==> config.mk <==
export PLATFORM = sky130hd
export DESIGN_NAME = pc_ctrl
export DESIGN_NICKNAME = d
export VERILOG_FILES = /design/src/rtl/pc_ctrl_pkg.sv /design/src/rtl/pc_ctrl_fsm.sv /design/src/rtl/pc_ctrl.sv
export SDC_FILE = /design/constraint.sdc
export NUM_CORES = 1
export LEC_CHECK = 0
export ABC_AREA = 1
export ABC_CLOCK_PERIOD_IN_PS = 1800
export CORE_ASPECT_RATIO = 0.75
export CORE_MARGIN = 2
export CORE_UTILIZATION = 35
export DETAILED_ROUTE_END_ITERATION = 10
export PLACE_DENSITY = 0.73
export SYNTH_ARGS = -nofsm -noshare
export SYNTH_HDL_FRONTEND = slang
export SYNTH_SLANG_ARGS = --single-unit
==> constraint.sdc <==
create_clock -name clk -period 1.8 [get_ports clk]
set_clock_uncertainty 0.05 [all_clocks]
set_input_delay 0.18 -clock clk [delete_from_list [all_inputs] [get_ports clk]]
set_output_delay 0.18 -clock clk [all_outputs]
set_load 0.05 [all_outputs]
==> src/rtl/pc_ctrl_pkg.sv <==
// pc_ctrl_pkg: state encodings and next-PC source selects shared by pc_ctrl and its FSM
package pc_ctrl_pkg;
    localparam logic [1:0] RUN    = 2'd0;
    localparam logic [1:0] EXC    = 2'd1;
    localparam logic [1:0] HALTED = 2'd2;
    localparam logic [2:0] SRC_RST   = 3'd0;
    localparam logic [2:0] SRC_HOLD  = 3'd1;
    localparam logic [2:0] SRC_EXC   = 3'd2;
    localparam logic [2:0] SRC_EPC   = 3'd3;
    localparam logic [2:0] SRC_REDIR = 3'd4;
    localparam logic [2:0] SRC_INC   = 3'd5;
    function automatic logic is_halted(input logic [1:0] st);
        return st[1];
    endfunction
endpackage

==> src/rtl/pc_ctrl_fsm.sv <==
// pc_ctrl_fsm: prioritised next-PC source select, next state, epc load and err set
module pc_ctrl_fsm
    import pc_ctrl_pkg::*;
(
    input  logic       rst_i,
    input  logic [1:0] state_i,
    input  logic       stall_i,
    input  logic       redirect_i,
    input  logic       misaligned_i,
    input  logic       siic_i,
    input  logic       rti_i,
    input  logic       halt_i,
    output logic [2:0] src_o,
    output logic [1:0] state_d_o,
    output logic       epc_load_o,
    output logic       err_set_o
);
    logic in_exc;
    logic rti_ok;
    assign in_exc = state_i == EXC;
    assign rti_ok = rti_i && in_exc;
    always_comb begin
        src_o      = SRC_INC;
        state_d_o  = state_i;
        epc_load_o = 1'b0;
        err_set_o  = 1'b0;
        if (rst_i) begin
            src_o     = SRC_RST;
            state_d_o = RUN;
        end else if (is_halted(state_i) || halt_i) begin
            src_o     = SRC_HOLD;
            state_d_o = HALTED;
        end else if (siic_i && !in_exc) begin
            src_o      = SRC_EXC;
            state_d_o  = EXC;
            epc_load_o = 1'b1;
        end else begin
            err_set_o = (siic_i && in_exc) || (rti_i && !in_exc) || (!rti_ok && redirect_i && misaligned_i);
            src_o     = rti_ok ? SRC_EPC : redirect_i ? SRC_REDIR : stall_i ? SRC_HOLD : SRC_INC;
            state_d_o = rti_ok ? RUN : state_i;
        end
    end
endmodule

==> src/rtl/pc_ctrl.sv <==
// pc_ctrl: fetch program counter with redirect, stall, exception entry/return and sticky halt
module pc_ctrl
    import pc_ctrl_pkg::*;
#(
    parameter int               WIDTH     = 16,
    parameter int               INC       = 2,
    parameter logic [WIDTH-1:0] RESET_VEC = '0,
    parameter logic [WIDTH-1:0] EXC_VEC   = WIDTH'(2)
) (
    input  logic             clk,
    input  logic             rst,
    input  logic             stall,
    input  logic             redirect,
    input  logic [WIDTH-1:0] redirect_addr,
    input  logic             siic,
    input  logic             rti,
    input  logic             halt,
    output logic [WIDTH-1:0] pc,
    output logic [WIDTH-1:0] pc_inc,
    output logic [WIDTH-1:0] pc_next,
    output logic [WIDTH-1:0] epc,
    output logic [1:0]       state,
    output logic             err
);
    localparam logic [WIDTH-1:0] ALIGN_MASK = WIDTH'(INC - 1);
    logic [WIDTH-1:0] pc_q, epc_q, epc_d;
    logic [1:0]       state_q, state_d;
    logic             err_q, err_d;
    logic [2:0]       src;
    logic             epc_load, err_set;
    pc_ctrl_fsm u_fsm (
        .rst_i        (rst),
        .state_i      (state_q),
        .stall_i      (stall),
        .redirect_i   (redirect),
        .misaligned_i (|(redirect_addr & ALIGN_MASK)),
        .siic_i       (siic),
        .rti_i        (rti),
        .halt_i       (halt),
        .src_o        (src),
        .state_d_o    (state_d),
        .epc_load_o   (epc_load),
        .err_set_o    (err_set)
    );
    assign pc_inc  = pc_q + WIDTH'(INC);
    assign pc_next = src == SRC_RST   ? RESET_VEC :
                     src == SRC_EXC   ? EXC_VEC :
                     src == SRC_EPC   ? epc_q :
                     src == SRC_REDIR ? redirect_addr :
                     src == SRC_INC   ? pc_inc : pc_q;
    assign epc_d = epc_load ? pc_inc : epc_q;
    assign err_d = err_q | err_set;
    always_ff @(posedge clk) begin
        if (rst) begin
            pc_q    <= RESET_VEC;
            epc_q   <= '0;
            state_q <= RUN;
            err_q   <= 1'b0;
        end else begin
            pc_q    <= pc_next;
            epc_q   <= epc_d;
            state_q <= state_d;
            err_q   <= err_d;
        end
    end
    assign pc    = pc_q;
    assign epc   = epc_q;
    assign state = state_q;
    assign err   = err_q;
endmodule
# ---- Word level (Yosys, flattened, before mapping)
# Cells that the tools add are included.
dict set report totals {
  ff_bits 35
  input_bits 23
  ramBits 0
  out_inout_bits 67
  latch_bits 0
  rom_bits 0
  n_memories 0
}
dict set report op_classes {
  shift 0
  n_reduce_logical 15
  eq_ne 5
  n_addsub 1
  n_mul 0
  div_mod_pow 0
  mux 20
  magnitude_cmp 0
  bitwise_logic 1
}
# operator n
set ops {}
lappend ops {{$mux W16} 5}
lappend ops {{$mux W3} 6}
lappend ops {{$add A16 B2 Y16 const B} 1}
lappend ops {{$eq A3 B2 Y1 const B} 2}
lappend ops {{$eq A3 B3 Y1 const B} 2}
lappend ops {{$logic_and A1 B1 Y1} 6}
lappend ops {{$mux W1} 6}
lappend ops {{$mux W2} 3}
lappend ops {{$logic_not A3 Y1} 1}
lappend ops {{$logic_or A1 B1 Y1} 3}
lappend ops {{$reduce_bool A3 Y1} 1}
lappend ops {{$eq A2 B1 Y1 const B} 1}
lappend ops {{$logic_not A1 Y1} 2}
lappend ops {{$reduce_bool A2 Y1} 1}
lappend ops {{$reduce_or A2 Y1} 1}
lappend ops {{$or A1 B1 Y1} 1}

# ---- Depth between registers and ports, before layout
# Gate-level depths: netlist of run 1.
dict set report depth {
  word_depth 12
  depth_mapped 11
  ltp_nobuf 11
}

# ---- Cells and area by module
# A second synthesis of run 1 with hierarchy kept.
dict set report hier_totals {
  cells_unflattened 344
  hier_area_um2 2145.8
}
# module cells_each seq_area_each_um2 area_per_inst_um2 n_inst
set modules_own_cells {}
lappend modules_own_cells {pc_ctrl 322 700.7 2048.2 1}
lappend modules_own_cells {pc_ctrl_fsm 22 0.0 97.6 1}

# ---- Worst setup path after synthesis of run 1
# Ideal clock, no wire load.
dict set report synth_path {
  path_kind {register to output}
  from {reg pc_q[1], in the netlist pc[1]}
  to {out pc_next[7]}
  setup_slack_ns -1.690
  arrival_time_ns 3.260
  path_stages_with_launch 9
  n_path_buf 0
  required_ns 1.570
  path_cell_list {dfxtp_1 ha_1 nand3_2 nor2_2 xor2_1 nor2_1 nor2_1 o21ai_0 a21oi_1}
}
dict set report synth_between {
  elab_chain_len 6
}
# element line
set synth_rtl {}
lappend synth_rtl {{start: declaration} pc_ctrl.sv:26} ;# logic [WIDTH-1:0] pc_q, epc_q, epc_d;
lappend synth_rtl {{start signal: assignment} pc_ctrl.sv:60} ;# pc_q <= pc_next;
lappend synth_rtl {{$add A16 B2 Y16} pc_ctrl.sv:45} ;# assign pc_inc = pc_q + WIDTH'(INC);
lappend synth_rtl {{via pc_inc[7]} pc_ctrl.sv:19} ;# output logic [WIDTH-1:0] pc_inc,
lappend synth_rtl {{$mux W16} pc_ctrl.sv:50} ;# src == SRC_INC ? pc_inc : pc_q;
lappend synth_rtl {{$mux W16} pc_ctrl.sv:49} ;# src == SRC_REDIR ? redirect_addr :
lappend synth_rtl {{$mux W16} pc_ctrl.sv:48} ;# src == SRC_EPC ? epc_q :
lappend synth_rtl {{$mux W16} pc_ctrl.sv:47} ;# src == SRC_EXC ? EXC_VEC :
lappend synth_rtl {{$mux W16} pc_ctrl.sv:46} ;# assign pc_next = src == SRC_RST ? RESET_VEC :
lappend synth_rtl {{end: declaration} pc_ctrl.sv:20} ;# output logic [WIDTH-1:0] pc_next,
# The timed path passes the listed nets, and every way through them passes these cells.

# ---- Worst setup path in the final report of run 1
dict set report layout_path {
  from {reg pc_q[2], in the netlist pc[2]}
  to {out pc_next[7]}
}
dict set report layout_between {
  elab_chain_len 6
}
# element line
set layout_rtl {}
lappend layout_rtl {{$add A16 B2 Y16} pc_ctrl.sv:45}
lappend layout_rtl {{$mux W16} pc_ctrl.sv:50}
lappend layout_rtl {{$mux W16} pc_ctrl.sv:49}
lappend layout_rtl {{$mux W16} pc_ctrl.sv:48}
lappend layout_rtl {{$mux W16} pc_ctrl.sv:47}
lappend layout_rtl {{$mux W16} pc_ctrl.sv:46}
# Every way passes these cells.

==> impl_metrics.env, run 1 <==
export IMPL_total_power_mw=2.69
export IMPL_area_growth_synth_to_final_pct=137
export IMPL_yosysTopAreaCellShare_pct=32.7
export IMPL_cts_tree="built"
export IMPL_rsz0062_at_grt="true"
export IMPL_n_antenna_cell=0
export IMPL_setup_violations=44
export IMPL_via_per_inst=6.00
export IMPL_r2r_start="state[1]"
export IMPL_power_density_mw_per_mm2=528
export IMPL_vias=3528
export IMPL_regToRegSetupSlack_ns=-0.43
export IMPL_place_congestion=0.876
export IMPL_start_kind="flop"
export IMPL_num_fill_cells=281
export IMPL_start_util_pct=36.6
export IMPL_hold_violations=0
export IMPL_maxCapViolCount=0
export IMPL_wire_per_inst_um=22.3
export IMPL_drc_errors=0
export IMPL_grt_max_degree=20
export IMPL_synth_net_count=340
export IMPL_layout_nets=533
export IMPL_r2r_end="pc[0]"
export IMPL_drt_initial_drc_count=340
export IMPL_core_area_mm2=0.00586
export IMPL_crit_type="reg -> out"
export IMPL_yosys_warnings=0
export IMPL_drv_slew=0
export IMPL_yosys_area_top_type="dfxtp_1"
export IMPL_tns_ns=-12.52
export IMPL_grt_total_usage_pct=31.1
export IMPL_crit_required_ns=1.57
export IMPL_syn_area_per_cell_um2=6.78
export IMPL_die_area_mm2=0.00677
export IMPL_cp_data_arrival_time_ns=2.23
export IMPL_p_leak_nw=2.08
export IMPL_violations="setup timing"
export IMPL_async_flop_share_pct=0
export IMPL_startpoint="pc[2]"
export IMPL_cts_reportedPaths_clkPinSlew_ns=0.08
export IMPL_ff2ff_path_depth=16
export IMPL_synthFlopType="dfxtp_1"
export IMPL_synth_cell_type_count=30
export IMPL_status="finished with violations"
export IMPL_dpl_hpwl_mm=6.57
export IMPL_worstMarginPinSlew_ns=0.527
export IMPL_worst_ir_drop_vdd_mv=0.392
export IMPL_synth_seq_cells=35
export IMPL_worstHoldPathType="reg -> reg"
export IMPL_path_max_fanout=4
export IMPL_fin_util_pct=86.8
export IMPL_clock_fmax_mhz=407
export IMPL_grt_overflow=0
export IMPL_h_tree_depth=2
export IMPL_worst_setup_path_end_kind="primary output"
export IMPL_antenna_left=0
export IMPL_grt_pass1_wl_mm=16.2
export IMPL_yosysMostFrequentCell="nand2_1"
export IMPL_portBuffers=89
export IMPL_ys_seq_area_share_pct=32.7
export IMPL_min_from="epc[12]"
export IMPL_insertion_delay_ns=0.31
export IMPL_holdPathStages=2
export IMPL_cts_made_buffers=5
export IMPL_wl_mm=13.1
export IMPL_dieWidth_um=94.3
export IMPL_fin_crit_ns=2.46
export IMPL_netlist_area_mm2=0.00214
export IMPL_layout_drive_gt1_share_pct=58.2
export IMPL_layout_setup_ws_ns=-0.656
export IMPL_rows=24
export IMPL_dr_pass1_iters=5
export IMPL_grt_pass1_vias=3345
export IMPL_min_to="epc[12]"
export IMPL_max_slew_margin_rel_pct=64.8
export IMPL_ios=90
export IMPL_syn_inst=316
export IMPL_synthTopCellsByCount="nand2_1 (62), a21oi_1 (42), inv_1 (36), o21ai_0 (36), dfxtp_1 (35)"
export IMPL_synth_enable_flop_cells=0
export IMPL_antenna_found_initial=0
export IMPL_synthTopCellsByArea="dfxtp_1 (33%), nand2_1 (11%), a21oi_1 (9.8%)"
export IMPL_dieHeight_um=71.8
export IMPL_cts_buffer_depth=2
export IMPL_finalCritPeriodShare_pct=136
export IMPL_clock_sinks=35
export IMPL_cts_hold_buffers=0
export IMPL_clock_root_buffer="clkbuf_8"
## cell families after synthesis
group                    count (synthesis)  share of synthesized area, %
AND/OR/NAND/NOR                        125                          27.8
AO/OA/AOI/OAI                           98                          25.6
buffers and inverters                   52                          11.3
flip-flops                              35                          32.7
XOR/XNOR                                 5                          2.04
adder cells (fa/ha/maj)                  1                         0.584
## stage by stage
stage               hold slack (ns)  worst slack [ns]  instances  instance area, um2
floorplan                     0.189            -0.444        316                2600
global placement              0.411            -0.431        546                4350
detailed placement            0.431            -0.476        546                4350
CTS                           0.447            -0.534        578                4800
global route                  0.484            -0.703        588                5080
finish                        0.461            -0.656        588                5080
## power by group
part / internal (mW) / total [mW] / switching [mW]
clock network: 0.276 / 0.600 / 0.324
registers: 0.805 / 0.852 / 0.0469
logic: 0.524 / 1.23 / 0.711
total: 1.61 / 2.69 / 1.08
## flip-flops by register name, indices dropped and copies added (netlist names)
| signal | count |
|---|---|
| err | 1 |
| epc | 16 |
| pc | 16 |
| state | 2 |
## cells in the final DEF (no fill, tap or decap), types with 4 or more instances in the layout
master	n
nand2_4	9
buf_4	88
nand3_1	13
nand4_1	5
nand2_2	19
a21oi_4	22
nor2_4	7
buf_12	32
clkdlybuf4s50_1	45
nand3_4	8
nor2_2	7
inv_2	11
o21ai_0	28
o211ai_1	7
dfxtp_4	8
clkbuf_8	5
dfxtp_1	19
a21oi_2	11
nor2_1	6
nor3_2	4
nand2_1	36
o21ai_1	5
inv_1	21
a21oi_1	19
nand3_2	7
clkinvlp_4	5
dfxtp_2	8
buf_6	27
## how the worst max path moves through the flow
stage,endpoint,slack [ns]
floorplan,pc_next[7],-0.44
global placement,pc_next[3],-0.43
detailed placement,pc_next[14],-0.48
CTS,pc_next[12],-0.53
global route,pc_next[9],-0.70
finish,pc_next[7],-0.66
## per-layer routing
metal	wire length, um	GRT usage [%]	up-vias
met5	0	0	-
met4	770	16.6	0
met3	1410	6.52	96
met2	6070	51.9	337
met1	4860	37.7	1656
li1	-	-	1439
## final cells by class
cell class | count | area, um2 | share of cell area (%)
timing repair buffer | 198 | 2120 | 41.8
multi-input combinational | 229 | 1860 | 36.7
sequential | 35 | 741 | 14.6
inverter | 40 | 176 | 3.47
tap | 78 | 97.6 | 1.92
clock buffer | 8 | 80.1 | 1.58
## repair_timing
action / in CTS / in global routing
gates cloned: 1 / 0
gates resized for setup: 59 / 53
pin swaps: 25 / 32
buffers inserted: 27 / 13
setup endpoints to repair: 30 / 45
## critical path, cell delays in order (launching register included)
cell and delay, ns:
dfxtp_4 0.38, ha_4 0.16, nand3_4 0.13, nor2_4 0.18, buf_6 0.14, xor2_4 0.15
nor2_1 0.07, nor2_1 0.23, o21ai_4 0.13, a21oi_4 0.19, buf_12 0.15
(Power assumes the default switching activity.)
==> inputs of run 2 (changes only) <==
- CTS_BUF_LIST: default -> sky130_fd_sc_hd__clkbuf_2
==> run 2 against run 1 <==
Against the previous run: global-route usage up 0.44 points; largest cell class unchanged; cell area is 1.1% higher; the run still ends with setup timing left; sequential power about the same; non-clock buffer count is 2 lower; count of clock-buffer cells in the layout is the same; sequential share of layout area is 0.16 points lower; via count is 1.7% lower; utilization increased by 0.96 points; setup slack got worse by 0.098 ns; final cell count shrank 0.34%.
==> impl_metrics.env, run 2 (synthesis gave the netlist of run 1 again) <==
export IMPL_status="finished with violations"
export IMPL_violations="setup timing"
export IMPL_die_area_mm2=0.00677
export IMPL_place_congestion=0.876
export IMPL_maxCapViolCount=0
export IMPL_dieWidth_um=94.3
export IMPL_layout_drive_gt1_share_pct=58.7
export IMPL_worst_setup_path_end_kind="primary output"
export IMPL_p_leak_nw=2.19
export IMPL_fin_area_mm2=0.00514
export IMPL_drc_errors=0
export IMPL_worstMarginPinSlew_ns=0.515
export IMPL_total_power_mw=2.50
export IMPL_antenna_left=0
export IMPL_antenna_found_initial=0
export IMPL_setup_violations=44
export IMPL_regToRegSetupSlack_ns=-0.13
export IMPL_cpPeakStageDelay_ns=0.45
export IMPL_slowest_stage="dfxtp_2"
export IMPL_grt_overflow=0
export IMPL_wire_per_inst_um=21.7
export IMPL_finalCritPeriodShare_pct=142
export IMPL_dpl_hpwl_mm=6.57
export IMPL_worstHoldPathType="in -> reg"
export IMPL_wl_mm=12.7
export IMPL_grt_pass1_vias=3377
export IMPL_cp_endpoint="pc_next[13]"
export IMPL_clock_sinks=35
export IMPL_max_slew_margin_rel_pct=65.8
export IMPL_n_antenna_cell=0
export IMPL_rsz0062_at_grt="true"
export IMPL_cp_data_arrival_time_ns=2.32
export IMPL_ff2ff_path_depth=11
export IMPL_cts_made_buffers=5
export IMPL_vias=3467
export IMPL_ios=90
export IMPL_crit_required_ns=1.57
export IMPL_dp_cells=546
export IMPL_insertion_delay_ns=0.40
export IMPL_path_buf_inv=3
export IMPL_mostFrequentLayoutCell="buf_4"
export IMPL_r2r_start="state[1]"
export IMPL_layout_setup_ws_ns=-0.754
export IMPL_critical_path_depth=9
export IMPL_rows=24
export IMPL_cts_buffer_depth=2
export IMPL_start_kind="flop"
export IMPL_cts_tree="built"
export IMPL_area_growth_synth_to_final_pct=140
export IMPL_start_util_pct=36.6
export IMPL_clock_root_buffer="clkbuf_2"
export IMPL_drv_slew=0
export IMPL_fin_cells=586
export IMPL_fin_util_pct=87.8
export IMPL_power_density_mw_per_mm2=487
export IMPL_startpoint="pc[8]"
export IMPL_dieHeight_um=71.8
export IMPL_grt_max_degree=20
export IMPL_grt_pass1_wl_mm=16.4
export IMPL_drt_initial_drc_count=430
export IMPL_dr_pass1_iters=7
export IMPL_dpl_instance_area_mm2=0.00435
export IMPL_fin_crit_ns=2.55
export IMPL_path_delay_family="simple AND/OR/NAND/NOR gates"
export IMPL_cts_reportedPaths_clkPinSlew_ns=0.20
export IMPL_via_per_inst=5.92
export IMPL_layout_common_cells="buf_4 (77), nand2_1 (36), buf_12 (35)"
export IMPL_hold_violations=0
export IMPL_clock_fmax_mhz=392
export IMPL_worst_ir_drop_vdd_mv=0.346
export IMPL_core_area_mm2=0.00586
export IMPL_crit_type="reg -> out"
export IMPL_path_max_fanout=6
export IMPL_r2r_end="pc[9]"
export IMPL_portBuffers=89
export IMPL_path_cells="nand2_1 -> nor2_1 -> nand4_1 -> nand2_2 -> clkinvlp_4 -> o211ai_1 -> buf_4 -> a21oi_4 -> buf_12"
export IMPL_h_tree_depth=2
export IMPL_grt_total_usage_pct=31.5
export IMPL_layout_nets=531
-- run 2: power breakdown --
group          leakage [nW]  internal [mW]  switching, mW  total, mW
clock                0.0332          0.115          0.289      0.404
sequential            0.294          0.807         0.0472      0.854
combinational          1.87          0.525          0.718       1.24
total                  2.19           1.45           1.05       2.50
-- run 2: tightest hold or removal path, stage by stage --
cell and delay [ns]:
clkdlybuf4s50_1 0.50, buf_4 0.17, a21oi_1 0.05
-- run 2: repair_timing --
| action | CTS | global route |
|---|---|---|
| buffers inserted | 27 | 20 |
| hold buffers | 0 | 0 |
| endpoints found under the setup margin | 65 | 45 |
| gates resized for setup | 98 | 67 |
| hold endpoints to repair | 0 | 0 |
| gates cloned | 1 | 0 |
| pin swaps | 34 | 38 |
-- run 2: worst min-delay path by stage --
stage	from	end	cells past startpoint
final	rst	pc[1]	3
after global routing	rst	pc[1]	3
after CTS	siic	state[0]	3
after detailed placement	epc[0]	epc[0]	2
after global placement	err	err	2
after floorplan	rst	pc[1]	1
-- run 2: metal layers --
layer	up-vias	GRT usage, %	routed length [um]
met3	88	7.99	1330
met2	303	52.5	5940
met4	0	17.4	661
met5	-	0	0
li1	1444	-	-
met1	1632	37.2	4800
-- run 2: area by class of cell --
class / count / area [um2]
Timing Repair Buffer: 196 / 2150
Multi-Input combinational cell: 229 / 1920
Sequential cell: 35 / 741
Fill cell: 262 / 716
Inverter: 40 / 189
Tap cell: 78 / 97.6
Clock buffer: 8 / 40.0
-- run 2: stage by stage --
step,hold slack (ns),setup TNS (ns),worst slack [ns]
6_report,0.473,-15.39,-0.754
5_1_grt,0.471,-19.68,-0.844
3_5_place_dp,0.431,-10.65,-0.476
4_1_cts,0.414,-13.62,-0.685
2_1_floorplan,0.189,-4.58,-0.444
3_3_place_gp,0.411,-8.98,-0.431
==> inputs of run 3 (changes only) <==
- CAP_MARGIN: default -> 20
==> results of run 3 <==
Same layout as run 2: the final DEF is identical, and so are final timing and power.
